File: config.mk
export PLATFORM = sky130hd
export DESIGN_NAME = stack_unit
export DESIGN_NICKNAME = d
export VERILOG_FILES = /design/src/rtl/stack_unit.sv
export SDC_FILE = /design/constraint.sdc
export NUM_CORES = 1
export LEC_CHECK = 0
export BUFFER_PORTS_ARGS = -buffer_cell sky130_fd_sc_hd__buf_2
export CAP_MARGIN = 10
export CORE_MARGIN = 2
export CORE_UTILIZATION = 49
export CTS_BUF_LIST = sky130_fd_sc_hd__clkbuf_8 sky130_fd_sc_hd__clkbuf_16
export DETAILED_ROUTE_END_ITERATION = 8
export PLACE_DENSITY = 0.83
export RECOVER_POWER = 50
export SETUP_SLACK_MARGIN = 0.1
export SLEW_MARGIN = 20
export SYNTH_ARGS = -nofsm -noshare
export SYNTH_HDL_FRONTEND = slang
export SYNTH_SLANG_ARGS = --single-unit
File: constraint.sdc
create_clock -name clk -period 3.3 [get_ports clk]
set_input_delay 0.66 -clock clk [delete_from_list [all_inputs] [get_ports clk]]
set_output_delay 0.66 -clock clk [all_outputs]
set_load 0.01 [all_outputs]
File: src/rtl/stack_unit.sv
// Hardware stack: top-of-stack held in a register, deeper entries spilled to
// an external synchronous-read RAM. POP and SWAP at depth>=2 take one extra wait cycle.
module stack_unit #(
  parameter int unsigned WIDTH  = 16,
  parameter int unsigned ADDR_W = 8
) (
  input  logic                clk,
  input  logic                reset,
  input  logic                op_valid,
  output logic                op_ready,
  input  logic [2:0]          op_code,
  input  logic [WIDTH-1:0]    op_data,
  output logic                done,
  output logic                err,
  output logic [WIDTH-1:0]    result,
  output logic [WIDTH-1:0]    tos,
  output logic [ADDR_W+1:0]   depth,
  output logic                empty,
  output logic                full,
  output logic [ADDR_W-1:0]   ram_addr,
  output logic [WIDTH-1:0]    ram_wdata,
  output logic                ram_wen,
  input  logic [WIDTH-1:0]    ram_rdata
);

  localparam int unsigned DW  = ADDR_W + 2;
  localparam int unsigned SPW = ADDR_W + 1;
  localparam logic [DW-1:0] MAXD = DW'((1 << ADDR_W) + 1);

  localparam logic [2:0] OP_NOP     = 3'd0;
  localparam logic [2:0] OP_PUSH    = 3'd1;
  localparam logic [2:0] OP_POP     = 3'd2;
  localparam logic [2:0] OP_DUP     = 3'd3;
  localparam logic [2:0] OP_SWAP    = 3'd4;
  localparam logic [2:0] OP_REPLACE = 3'd5;

  typedef enum logic [1:0] {
    ST_IDLE      = 2'd0,
    ST_POP_WAIT  = 2'd1,
    ST_SWAP_WAIT = 2'd2
  } state_t;

  state_t             state_q;
  logic [WIDTH-1:0]   tos_q;
  logic [DW-1:0]      depth_q;
  logic               done_q;
  logic               err_q;
  logic [WIDTH-1:0]   result_q;

  logic               accept;
  logic               is_empty;
  logic               is_full;
  logic               two_plus;
  logic               op_err;
  logic [SPW-1:0]     sp;
  logic [SPW-1:0]     sp_m1;

  // Spill pointer: number of entries held in RAM below the TOS register.
  always_comb begin
    sp    = (depth_q == '0) ? '0 : SPW'(depth_q - DW'(1));
    sp_m1 = SPW'(sp - SPW'(1));
  end

  // Operation legality against the current depth.
  always_comb begin
    is_empty = (depth_q == '0);
    is_full  = (depth_q == MAXD);
    two_plus = (depth_q >= DW'(2));
    accept   = op_valid && (state_q == ST_IDLE) && !reset;
    op_err   = 1'b0;
    case (op_code)
      OP_NOP:     op_err = 1'b0;
      OP_PUSH:    op_err = is_full;
      OP_POP:     op_err = is_empty;
      OP_DUP:     op_err = is_full || is_empty;
      OP_SWAP:    op_err = !two_plus;
      OP_REPLACE: op_err = is_empty;
      default:    op_err = 1'b1;
    endcase
  end

  // RAM port is driven combinationally in the acceptance / wait cycle.
  always_comb begin
    ram_wen   = 1'b0;
    ram_addr  = '0;
    ram_wdata = '0;
    if (!reset) begin
      if (accept && !op_err) begin
        case (op_code)
          OP_PUSH: begin
            if (!is_empty) begin
              ram_wen   = 1'b1;
              ram_addr  = ADDR_W'(sp);
              ram_wdata = tos_q;
            end
          end
          OP_DUP: begin
            ram_wen   = 1'b1;
            ram_addr  = ADDR_W'(sp);
            ram_wdata = tos_q;
          end
          OP_POP: begin
            if (two_plus) ram_addr = ADDR_W'(sp_m1);
          end
          OP_SWAP: ram_addr = ADDR_W'(sp_m1);
          default: ;
        endcase
      end
      if (state_q == ST_POP_WAIT) begin
        ram_addr = ADDR_W'(sp_m1);
      end
      if (state_q == ST_SWAP_WAIT) begin
        ram_wen   = 1'b1;
        ram_addr  = ADDR_W'(sp_m1);
        ram_wdata = tos_q;
      end
    end
  end

  // Control FSM and stack state.
  always_ff @(posedge clk) begin
    if (reset) begin
      state_q  <= ST_IDLE;
      tos_q    <= '0;
      depth_q  <= '0;
      done_q   <= 1'b0;
      err_q    <= 1'b0;
      result_q <= '0;
    end else begin
      done_q   <= 1'b0;
      err_q    <= 1'b0;
      result_q <= '0;
      case (state_q)
        ST_IDLE: begin
          if (accept) begin
            if (op_err) begin
              done_q <= 1'b1;
              err_q  <= 1'b1;
            end else begin
              done_q <= 1'b1;
              case (op_code)
                OP_PUSH: begin
                  tos_q   <= op_data;
                  depth_q <= depth_q + DW'(1);
                end
                OP_DUP: depth_q <= depth_q + DW'(1);
                OP_REPLACE: tos_q <= op_data;
                OP_POP: begin
                  if (two_plus) begin
                    done_q  <= 1'b0;
                    state_q <= ST_POP_WAIT;
                  end else begin
                    result_q <= tos_q;
                    tos_q    <= '0;
                    depth_q  <= '0;
                  end
                end
                OP_SWAP: begin
                  done_q  <= 1'b0;
                  state_q <= ST_SWAP_WAIT;
                end
                default: ;
              endcase
            end
          end
        end
        ST_POP_WAIT: begin
          tos_q    <= ram_rdata;
          depth_q  <= depth_q - DW'(1);
          result_q <= tos_q;
          done_q   <= 1'b1;
          state_q  <= ST_IDLE;
        end
        ST_SWAP_WAIT: begin
          tos_q   <= ram_rdata;
          done_q  <= 1'b1;
          state_q <= ST_IDLE;
        end
        default: state_q <= ST_IDLE;
      endcase
    end
  end

  assign op_ready = (state_q == ST_IDLE);
  assign done     = done_q;
  assign err      = err_q;
  assign result   = result_q;
  assign tos      = tos_q;
  assign depth    = depth_q;
  assign empty    = (depth_q == '0);
  assign full     = (depth_q == MAXD);

endmodule

# Yosys cells after proc, flatten, opt, wreduce, memory -nomap -nowiden
# Cells that the tools add are included.
[totals] reg_bits=46 in_bits=38 word_cells=91 out_inout_bits=72
[classes] order_cmp=1 reduce_logical=22 n_addsub=3 n_eq_ne=14 bitwise_logic=3 muxes=42
[ops] op="two-way mux 16 bit" n=11
[ops] op="one-hot mux 16 bit (2 select lines)" n=4
[ops] op="two-way mux 8 bit" n=7
[ops] op="one-hot mux 10 bit (2 select lines)" n=2
[ops] op="one-hot mux 8 bit (4 select lines)" n=1
[ops] op="two-way mux 10 bit" n=3
[ops] op="adder 10 x 1 -> 10 bit, second input constant" n=1
[ops] op="equality test 10 x 9 -> 1 bit, second input constant" n=1
[ops] op=">= comparator 10 x 2 -> 1 bit, second input constant" n=1
[ops] op="logical NOT 10 bit" n=1
[ops] op="AND reduction 5 bit" n=2
[ops] op="OR reduction 2 bit" n=5
[ops] op="subtractor 10 x 1 -> 10 bit, second input constant" n=1
[ops] op="two-way mux 1 bit" n=8
[ops] op="subtractor 8 x 1 -> 8 bit, second input constant" n=1
[ops] op="equality test 3 x 2 -> 1 bit, second input constant" n=2
[ops] op="equality test 3 bit, second input constant" n=2
[ops] op="inequality test 3 x 2 -> 1 bit, second input constant" n=2
[ops] op="one-hot mux 1 bit (2 select lines)" n=3
[ops] op="nonzero test 2 bit" n=3
[ops] op="one-hot mux 1 bit (5 select lines)" n=1
[ops] op="inequality test 2 bit, second input constant" n=2
[ops] op="one-hot mux 2 bit (2 select lines)" n=1
[ops] op="AND reduction 4 bit" n=1
[ops] op="other kinds (13)" n=19

# Depth between registers and ports, before layout
[depth] word_depth=9 depth_mapped=10 depth_no_buf=9

# Worst setup path after synthesis
# OpenSTA, ideal clock, no wires.
[synth_path] path_kind="register to output" from="register depth_q[0], in the netlist depth[0]" to="output port ram_addr[5]" t_arrival_ps=2475 stages_incl_launch_ff=10 required_time_ps=2640 path_buffers=2 path_slack_ps=165 cell_sequence="dfxtp_1 -> clkbuf_1 -> inv_1 -> ha_1 -> o311ai_0 -> nand3_2 -> a311oi_2 -> buf_4 -> nor2_1 -> a211o_1"
[synth_between] elab_chain_len=9
[synth_lines] element="from (decl)" line="45" rtl="logic [DW-1:0] depth_q;"
[synth_lines] element="from (signal assigned)" line="144" rtl="depth_q <= depth_q + DW'(1);"
[synth_lines] element="from (signal assigned)" line="146" rtl="OP_DUP: depth_q <= depth_q + DW'(1);"
[synth_lines] element="from (signal assigned)" line="169" rtl="depth_q <= depth_q - DW'(1);"
[synth_lines] element="subtractor 10 x 1 -> 10 bit (tied with other cells)"
[synth_lines] element="two-way mux 8 bit (tied with other cells)" line="60" rtl="sp = (depth_q == '0) ? '0 : SPW'(depth_q - DW'(1));"
[synth_lines] element="subtractor 8 x 1 -> 8 bit / one-hot mux 1 bit (5 select lines) (equally long branches)" line="61, 71"
[synth_lines] element="two-way mux 8 bit / logical NOT 1 bit (equally long branches)" line="103, 88"
[synth_lines] element="one-hot mux 8 bit (4 select lines) / logical AND 1 bit (equally long branches)" line="89, 88"
[synth_lines] element="two-way mux 8 bit" line="88" rtl="if (accept && !op_err) begin"
[synth_lines] element="two-way mux 8 bit" line="109" rtl="if (state_q == ST_POP_WAIT) begin"
[synth_lines] element="two-way mux 8 bit *" line="112" rtl="if (state_q == ST_SWAP_WAIT) begin"
[synth_lines] element="two-way mux 8 bit *" line="87" rtl="if (!reset) begin"
[synth_lines] element="to (decl)" line="20" rtl="output logic [ADDR_W-1:0] ram_addr,"
# Every way passes the cells marked *; elsewhere a longest branch is shown, timed or not.

# Worst setup path after layout
[layout_path] from="register depth_q[1], in the netlist depth[1]" to="output port ram_wdata[15]"
[layout_between] elab_chain_len=8
[layout_lines] element=">= comparator 10 x 2 -> 1 bit (tied with other cells)" line="68" rtl="two_plus = (depth_q >= DW'(2));"
[layout_lines] element="logical NOT 1 bit / logical OR 1 bit (equally long branches)" line="76, 75"
[layout_lines] element="one-hot mux 1 bit (5 select lines)" line="71" rtl="case (op_code)"
[layout_lines] element="logical NOT 1 bit" line="88"
[layout_lines] element="logical AND 1 bit" line="88"
[layout_lines] element="two-way mux 16 bit *" line="88"
[layout_lines] element="two-way mux 16 bit *" line="112"
[layout_lines] element="two-way mux 16 bit *" line="87"
[layout_lines] element="to (decl)" line="21" rtl="output logic [WIDTH-1:0] ram_wdata,"
# Marks and branches as above.

==> flow_summary.toml <==
[synthesis]
syn_area_mm2 = 0.003182
syn_avg_cell_area_um2 = 7.452
ys_warn_count = 0
ys_ff_latch = 46
syn_inst = 427
ys_seq_area_frac = 0.2894
ys_types = 68
synth_nets = 475
synthArstFlopShare = 0
synth-edff-count = 0
synth_top_flop_cell = "dfxtp_1"

[drt]
drtAntennaViolNets = 0
dr_wl_met3_um = 915
routed_wl_mm = 10.75
wl_met1_mm = 4.250
wl_per_cell_um = 17.26
drc = 0
num_vias = 3788
routed_via_density = 6.080
drt_iter0_markers = 421
wl_met2_mm = 5.336
top_layer = "met4"
drt_pass1_iterations = 6

[global_routing]
grt_use_total = 0.2578
grt_pass1_wl_mm = 15.31
grt_max_degree = 41
grt_pass1_vias = 3222
grt_remaining_overflow = 0
antenna_found_initial = 0

[floorplan]
dieArea_mm2 = 0.007154
coreArea_mm2 = 0.006314
pin_count = 110
die_h_um = 84.58
start_util = 0.5040
chipWidth_um = 84.58
row_count = 29

[sta]
fin_setup_tns_ps = 0
worst_slew_pin_slew_ps = 1260
period_needed_ps = 3248
fmax_mhz = 307.9
setup_viol = 0
post-route-period-util = 0.9842
slew-limit-headroom = 0.1602
final_max_slew_viol_count = 0
hold_violations = 0
clock_skew_ps = 8.580

[worst_setup_path]
critPathMaxStageDelay_ps = 380
worstPathArrival_ps = 2590
critPathTopFamily = "simple AND/OR/NAND/NOR gates"
path_cells = "inv_2 -> ha_1 -> nand4_1 -> clkbuf_4 -> o21a_1 -> a41oi_1 -> nor2_4 -> and2_1 -> buf_2"
critical_path_class = "reg -> out"
path_buf_inv = 3
critical_path_required_ps = 2640
end_kind = "output port"
start_kind = "flip-flop"
slowest_stage = "dfxtp_4"
worstPathMaxFanout = 17

[min_path]
holdCritPathClass = "reg -> reg"

[clocking]
htree_levels = 2
cts_tree = "done"
clock_sinks = 46
cts_buffers = 5
insertion_delay_ps = 310
clock_path_buffers = 2
root_buffer = "clkbuf_8"
clkTransAtPathRegs_ps = 100

[run]
maxCapViolations = 0

[power]
leakagePower_nw = 1.851
power_density_mw_per_mm2 = 290.3
max-vdd-ir-drop_uv = 253.6

[cells_and_area]
layout.cells.non_filler = 623
diodes = 0
drive_gt1_frac = 0.2930
syn_to_final_growth_pct = 33.07
nets = 593

[placed_design]
port_buffers = 109
globalplace.congestion = 0.9956
hpwl_mm = 6.951
dp.cells = 600

[outcome]
status = "complete, no violations"
==> sequential cells by signal, summed over array words and instances (netlist names) <==
name / cells
depth: 10
tos: 16
err: 1
done: 1
result: 16
state_q: 2
==> layout by cell type (no fill, tap or decap), types with 4 or more instances in the layout <==
cell	instances
buf_2	71
and3_1	8
nor2_1	50
o32ai_1	7
buf_6	5
a31oi_1	4
nand2_1	44
nor3_1	7
dfxtp_1	43
and2_1	33
ha_1	6
nand4_1	5
clkbuf_1	40
inv_1	9
nand3_1	8
o21ai_0	8
a21oi_1	39
clkbuf_8	5
buf_4	28
a211oi_1	21
==> per-stage QoR <==
stage                     power, mW  hold WS (ps)  area, µm²  setup WS [ps]    util
after floorplan              0.6996         492.7       3182          164.8       -
after global placement       0.7639         478.0       3831          113.8  0.6068
after detailed placement     0.7688         489.8       3831          60.09  0.6068
after CTS                     1.195         498.5       3995          103.0  0.6328
after global routing          1.269         519.7       4234         -5.711  0.6706
final                         1.229         501.8       4234          52.11  0.6706
==> per-layer routing <==
| layer | GRT usage | vias to the layer above |
|---|---|---|
| li1 | - | 1777 |
| met1 | 0.3339 | 1772 |
| met2 | 0.4238 | 208 |
| met3 | 0.05310 | 31 |
| met4 | 0.09524 | 0 |
| met5 | 0 | - |
==> where the power goes <==
part	internal, mW	switching, mW
Clock	0.227	0.213
Sequential	0.564	0.00881
Combinational	0.0892	0.127
==> final cells by class <==
| type | instances | area (µm²) |
|---|---|---|
| multi-input combinational | 334 | 2270 |
| fill | 542 | 2079 |
| sequential | 46 | 927.1 |
| timing repair buffer | 145 | 779.5 |
| tap | 77 | 96.34 |
| clock buffer | 5 | 68.82 |
| inverter | 13 | 48.80 |
| clock inverter | 3 | 43.79 |
==> cell usage after synthesis, drive strengths merged (3+ instances only) <==
library cell	instances	area, µm²
nor2	55	206.5
nand2	47	181.4
dfxtp	46	920.9
a21oi	42	221.5
and2	33	206.5
a211oi	22	165.2
clkbuf	20	76.32
buf	14	73.81
inv	12	45.04
ha	10	125.1
nand3	10	60.06
o21ai	10	50.05
nor3	9	50.05
o32ai	9	78.83
and3	8	50.05
nor4	6	58.80
nand4	5	31.28
a31oi	4	25.02
o21a	4	30.03
xnor2	4	35.03
a22oi	3	22.52
nand2b	3	18.77
or3	3	18.77
==> worst paths after layout <==
path / endpoint / slack [ps] / from / depth (start not counted)
worst max-delay path: ram_wdata[15] / 50 / depth[1]$_SDFFE_PP0P_ / 9
worst min-delay path: result[1]$_SDFF_PP0_ / 500 / tos[1]$_SDFFE_PP0P_ / 1
worst max register to register: tos[13]$_SDFFE_PP0P_ / 370 / depth[1]$_SDFFE_PP0P_ / 9
worst min register to register: result[1]$_SDFF_PP0_ / 500 / tos[1]$_SDFFE_PP0P_ / 1
==> logic make-up after synthesis <==
group	Yosys count	share of synthesized area
AO/OA/AOI/OAI	121	0.2654
buffers and inverters	47	0.06252
XOR/XNOR	6	0.01652
adder cells (fa/ha/maj)	10	0.03932
multiplexers	2	0.006292
flip-flops	46	0.2894
AND/OR/NAND/NOR	195	0.3205
==> worst reg2reg max path, delay by kind of cell (launching register included) <==
kind                       cells  cell delay [ps]
DFF                            1              410
AOI/OAI and AO/OA              3              680
and+or+nand+nor                2              320
buffers and inverters          3             1220
adders and majority gates      1              230
==> what timing repair did <==
item | 4_1_cts | 5_1_grt
hold buffers | 0 | 0
pin swaps | 1 | 10
gates cloned | 0 | 1
setup buffers | 2 | 12
resized for setup | 10 | 48
setup endpoints to repair | 25 | 24
No activity file was read; power rests on OpenSTA's default activity.
